$ cat src/rtl/vadd16_operand_loader.sv
// rtl/vadd16_operand_loader.sv - fetches two lane-packed operand vectors from a narrow
// memory port, hands them to the vector adder and reports its overflow flag.
module vadd16_operand_loader #(
  parameter int ADDR_W = 16,
  parameter int LANE_W = 16,
  parameter int LANES  = 16
) (
  input  logic                      clk,
  input  logic                      rst,
  input  logic                      go,
  input  logic [ADDR_W-1:0]         base1,
  input  logic [ADDR_W-1:0]         base2,
  output logic                      mem_rd,
  output logic [ADDR_W-1:0]         mem_addr,
  input  logic [LANE_W-1:0]         mem_rdata,
  output logic [LANES*LANE_W-1:0]   Inval1,
  output logic [LANES*LANE_W-1:0]   Inval2,
  output logic                      start,
  input  logic                      done,
  input  logic                      Overflw,
  output logic                      busy,
  output logic                      ovf,
  output logic                      complete
);

  localparam int LIDX_W = $clog2(LANES);
  localparam int K_W    = LIDX_W + 1;
  localparam logic [K_W-1:0] K_LAST = K_W'(2*LANES - 1);

  typedef enum logic [1:0] {IDLE, FETCH, DRAIN, ISSUE} state_e;

  state_e                   state_q, state_d;
  logic [K_W-1:0]           k_q, k_d;
  logic [ADDR_W-1:0]        b1_q, b1_d, b2_q, b2_d;
  logic                     cap_v_q;
  logic [K_W-1:0]           cap_k_q;
  logic [LANES*LANE_W-1:0]  inval1_q, inval2_q;
  logic                     ovf_q, ovf_d;
  logic                     complete_q, complete_d;
  logic                     accept, finish;

  always_ff @(posedge clk) begin
    if (rst) begin
      state_q <= IDLE;
    end else begin
      state_q <= state_d;
    end
  end

  always_comb begin
    state_d = state_q;
    case (state_q)
      IDLE:    if (go) state_d = FETCH;
      FETCH:   if (k_q == K_LAST) state_d = DRAIN;
      DRAIN:   state_d = ISSUE;
      ISSUE:   if (done) state_d = IDLE;
      default: state_d = IDLE;
    endcase
  end

  always_comb begin
    mem_rd   = 1'b0;
    mem_addr = '0;
    start    = 1'b0;
    busy     = (state_q != IDLE);
    accept   = 1'b0;
    finish   = 1'b0;
    case (state_q)
      IDLE:  accept = go;
      FETCH: begin
        mem_rd   = 1'b1;
        // upper half of the read sequence walks operand 2
        mem_addr = (k_q[LIDX_W] ? b2_q : b1_q) + ADDR_W'(k_q[LIDX_W-1:0]);
      end
      ISSUE: begin
        start  = 1'b1;
        finish = done;
      end
      default: ;
    endcase
  end

  always_comb begin
    k_d        = (state_q == FETCH && k_q != K_LAST) ? k_q + K_W'(1) : '0;
    b1_d       = accept ? base1 : b1_q;
    b2_d       = accept ? base2 : b2_q;
    ovf_d      = ovf_q;
    if (accept) ovf_d = 1'b0;
    else if (finish) ovf_d = Overflw;
    complete_d = finish;
  end

  always_ff @(posedge clk) begin
    if (rst) begin
      k_q        <= '0;
      b1_q       <= '0;
      b2_q       <= '0;
      cap_v_q    <= 1'b0;
      cap_k_q    <= '0;
      inval1_q   <= '0;
      inval2_q   <= '0;
      ovf_q      <= 1'b0;
      complete_q <= 1'b0;
    end else begin
      k_q        <= k_d;
      b1_q       <= b1_d;
      b2_q       <= b2_d;
      ovf_q      <= ovf_d;
      complete_q <= complete_d;
      // read data arrives one cycle after its strobe; remember which lane it belongs to
      cap_v_q    <= mem_rd;
      cap_k_q    <= k_q;
      for (int i = 0; i < LANES; i++) begin
        if (cap_v_q && cap_k_q[LIDX_W-1:0] == LIDX_W'(i)) begin
          if (cap_k_q[LIDX_W]) inval2_q[i*LANE_W +: LANE_W] <= mem_rdata;
          else                 inval1_q[i*LANE_W +: LANE_W] <= mem_rdata;
        end
      end
    end
  end

  assign Inval1   = inval1_q;
  assign Inval2   = inval2_q;
  assign ovf      = ovf_q;
  assign complete = complete_q;

endmodule

$ cat config.mk
export PLATFORM = sky130hd
export DESIGN_NAME = vadd16_operand_loader
export DESIGN_NICKNAME = d
export VERILOG_FILES = /design/src/rtl/vadd16_operand_loader.sv
export SDC_FILE = /design/constraint.sdc
export NUM_CORES = 1
export LEC_CHECK = 0
export CORE_MARGIN = 2
export CORE_UTILIZATION = 34
export DETAILED_ROUTE_END_ITERATION = 8
export SLEW_MARGIN = 20
export SYNTH_ARGS = -nofsm -noshare
export SYNTH_HDL_FRONTEND = slang
export SYNTH_SLANG_ARGS = --single-unit
$ cat constraint.sdc
create_clock -name clk -period 9.1 [get_ports clk]
set_clock_uncertainty 0.05 [all_clocks]
set_input_delay 2.275 -clock clk [delete_from_list [all_inputs] [get_ports clk]]
set_output_delay 2.275 -clock clk [all_outputs]
set_load 0.02 [all_outputs]
==> out/qor.yml <==
status: "finished clean"
ys_warn_count: 0
drv_slew: 0
rsz0062_at_grt: "false"
overflow: 0
cp-end-kind: "primary output"
synth_nets: 2621
post-cts-setup-buffers: 0
cts-resized-gates: 0
dp_cells: 3800
yosys.area.top_type: "dfxtp_1"
routed_wl_um: 81300
fin_util_pct: 47.4
synth_top_area_share_pct: 52.7
grt_pass1_vias: 18400
grt_max_degree: 176
cts_tree: "done"
first_iter_violations: 1380
fmax_mhz: 164
synth_common_cells: "983 x nand2_1, 559 x dfxtp_1, 400 x a21oi_1, 105 x clkbuf_1, 85 x a21oi_2"
ant_nets: 0
portBuffers: 585
yosysSeqAreaShare_pct: 52.7
hold_violations: 0
rows: 91
cts_root_buf: "clkbuf_16"
synth.most_common_cell: "nand2_1"
setup_violations: 0
grt_antenna_before_repair: 2
clkTransAtPathRegs_ns: 0.06
synth_area_mm2: 0.0213
start_util_pct: 34.4
grt_pass1_wl_um: 117000
insertion_delay_ns: 0.60
p_per_area_mw_per_mm2: 188
wl_per_cell_um: 20.8
drive_gt1_share_pct: 9.08
whs_ns: 0.403
yosys-top-cells-area: "dfxtp_1 53%, nand2_1 17%, a21oi_1 9.4%, mux2i_1 3.5%, a21oi_2 3.5%"
avgSynthCellArea_um2: 8.31
gp_congestion: 0.850
critPathRequiredTime_ns: 6.78
p_leak_nw: 9.91
slew-limit-headroom_pct: 23.7
final_cell_area_mm2: 0.0293
peakVddDrop_v: 0.000126
viasPerCell: 4.93
place_ws_ns: 3.62
clock-sinks: 559
power.total_mw: 5.51
h-tree-depth: 2
path_class: "flip-flop to primary output"
n_fill_cell: 5925
max-cap-violations: 0
finalCritPeriodShare_pct: 67.2
worstPathMaxFanout: 32
die_y_um: 254
synthArstFlopShare_pct: 0
post_dp_cell_area_mm2: 0.0273
vias: 19300
worst_pin_slew_ns: 1.14
worstPathArrival_ns: 3.79
setup_tns_ns: 0
core-area_mm2: 0.0617
grt_usage_pct: 24.0
netlist_instances: 2556
drc: 0
cts_hold_buffers: 0
ys.flop_type: "dfxtp_1"
instances_no_fill: 3911
setup.worst_path.start_class: "flip-flop"
place.detailed.hpwl_um: 51800
setup_ws_ns: 2.98
min_path_type: "flip-flop to flip-flop"
yosys_register_bits: 559
dieArea_mm2: 0.0645
numCtsBuffers: 60
clk_path_buf_depth: 3
syn_to_final_growth_pct: 37.8
io_pins: 586
finalNetCount: 3090
min_period_ns: 6.12
synth_edf_count: 0
dieWidth_um: 254
drt_first_pass_iters: 5
yosys.cell_types.count: 64
-- worst max-delay path: stages, from the launching register on --
cell             delay [ns]
dfxtp_1                0.37
buf_4                  0.36
mux2_2                 0.39
ha_1                   0.33
o21a_1                 0.23
a21oi_1                0.53
nor3_1                 0.13
nor3_1                 0.19
clkdlybuf4s50_1        0.64
-- state kept, by name, summed over array words and instances, names as in the netlist --
register	count
b2_q	16
k_q	5
ovf	1
cap_v_q	1
b1_q	16
cap_k_q	5
Inval2	256
Inval1	256
state_q	2
complete	1
-- worst paths after layout --
path	from	to	slack (ns)	cells past startpoint
worst max register to register	cap_v_q	Inval2[136]	6.12	4
worst max-delay path	k_q[4]	mem_addr[5]	2.98	8
worst min-delay path	Inval1[74]	Inval1[74]	0.40	2
worst min register to register	Inval1[74]	Inval1[74]	0.40	2
-- placed cells by master (no fill, tap or decap), types with 15 or more instances in the layout --
cell / synthesis / routed
nand2_1: 983 / 983
clkdlybuf4s50_1: 0 / 568
dfxtp_1: 559 / 559
a21oi_1: 400 / 400
a21oi_2: 85 / 85
nor2_1: 84 / 83
mux2i_1: 75 / 75
clkbuf_16: 0 / 60
buf_4: 18 / 20
clkbuf_1: 105 / 17
buf_2: 62 / 15
-- cell type report --
type                    instances  area, um2  share of cell area, %
flip-flops and latches        559      11200                   38.2
multi-input cells            1787       9030                   30.8
repair buffers                607       5990                   20.4
clock buffers                  91       1760                   6.00
well taps                     837       1050                   3.58
clock inverters                19        229                  0.782
inverters                      10       37.5                  0.128
diodes                          1       2.50                0.00855
-- layer usage --
layer	routed length (um)	vias up	GRT usage, %
met3	6130	161	6.03
li1	-	9216	-
met1	34300	9219	30.4
met4	3010	0	9.31
met2	37900	699	39.3
met5	0	-	0
-- where the power goes --
| part | switching, mW | internal (mW) |
|---|---|---|
| registers | 0.0471 | 2.50 |
| logic | 0.347 | 0.153 |
| clock network | 1.02 | 1.44 |
-- logic make-up after synthesis --
family	count (synthesis)	synth area share, %
muxes	82	3.90
AOI/OAI and AO/OA	513	13.9
xor gates and xnor gates	4	0.165
DFF	559	52.7
and+or+nand+nor	1176	23.6
adders and majority gates	12	0.742
buffers and inverters	210	4.95
No activity file was read; power rests on OpenSTA's default activity.
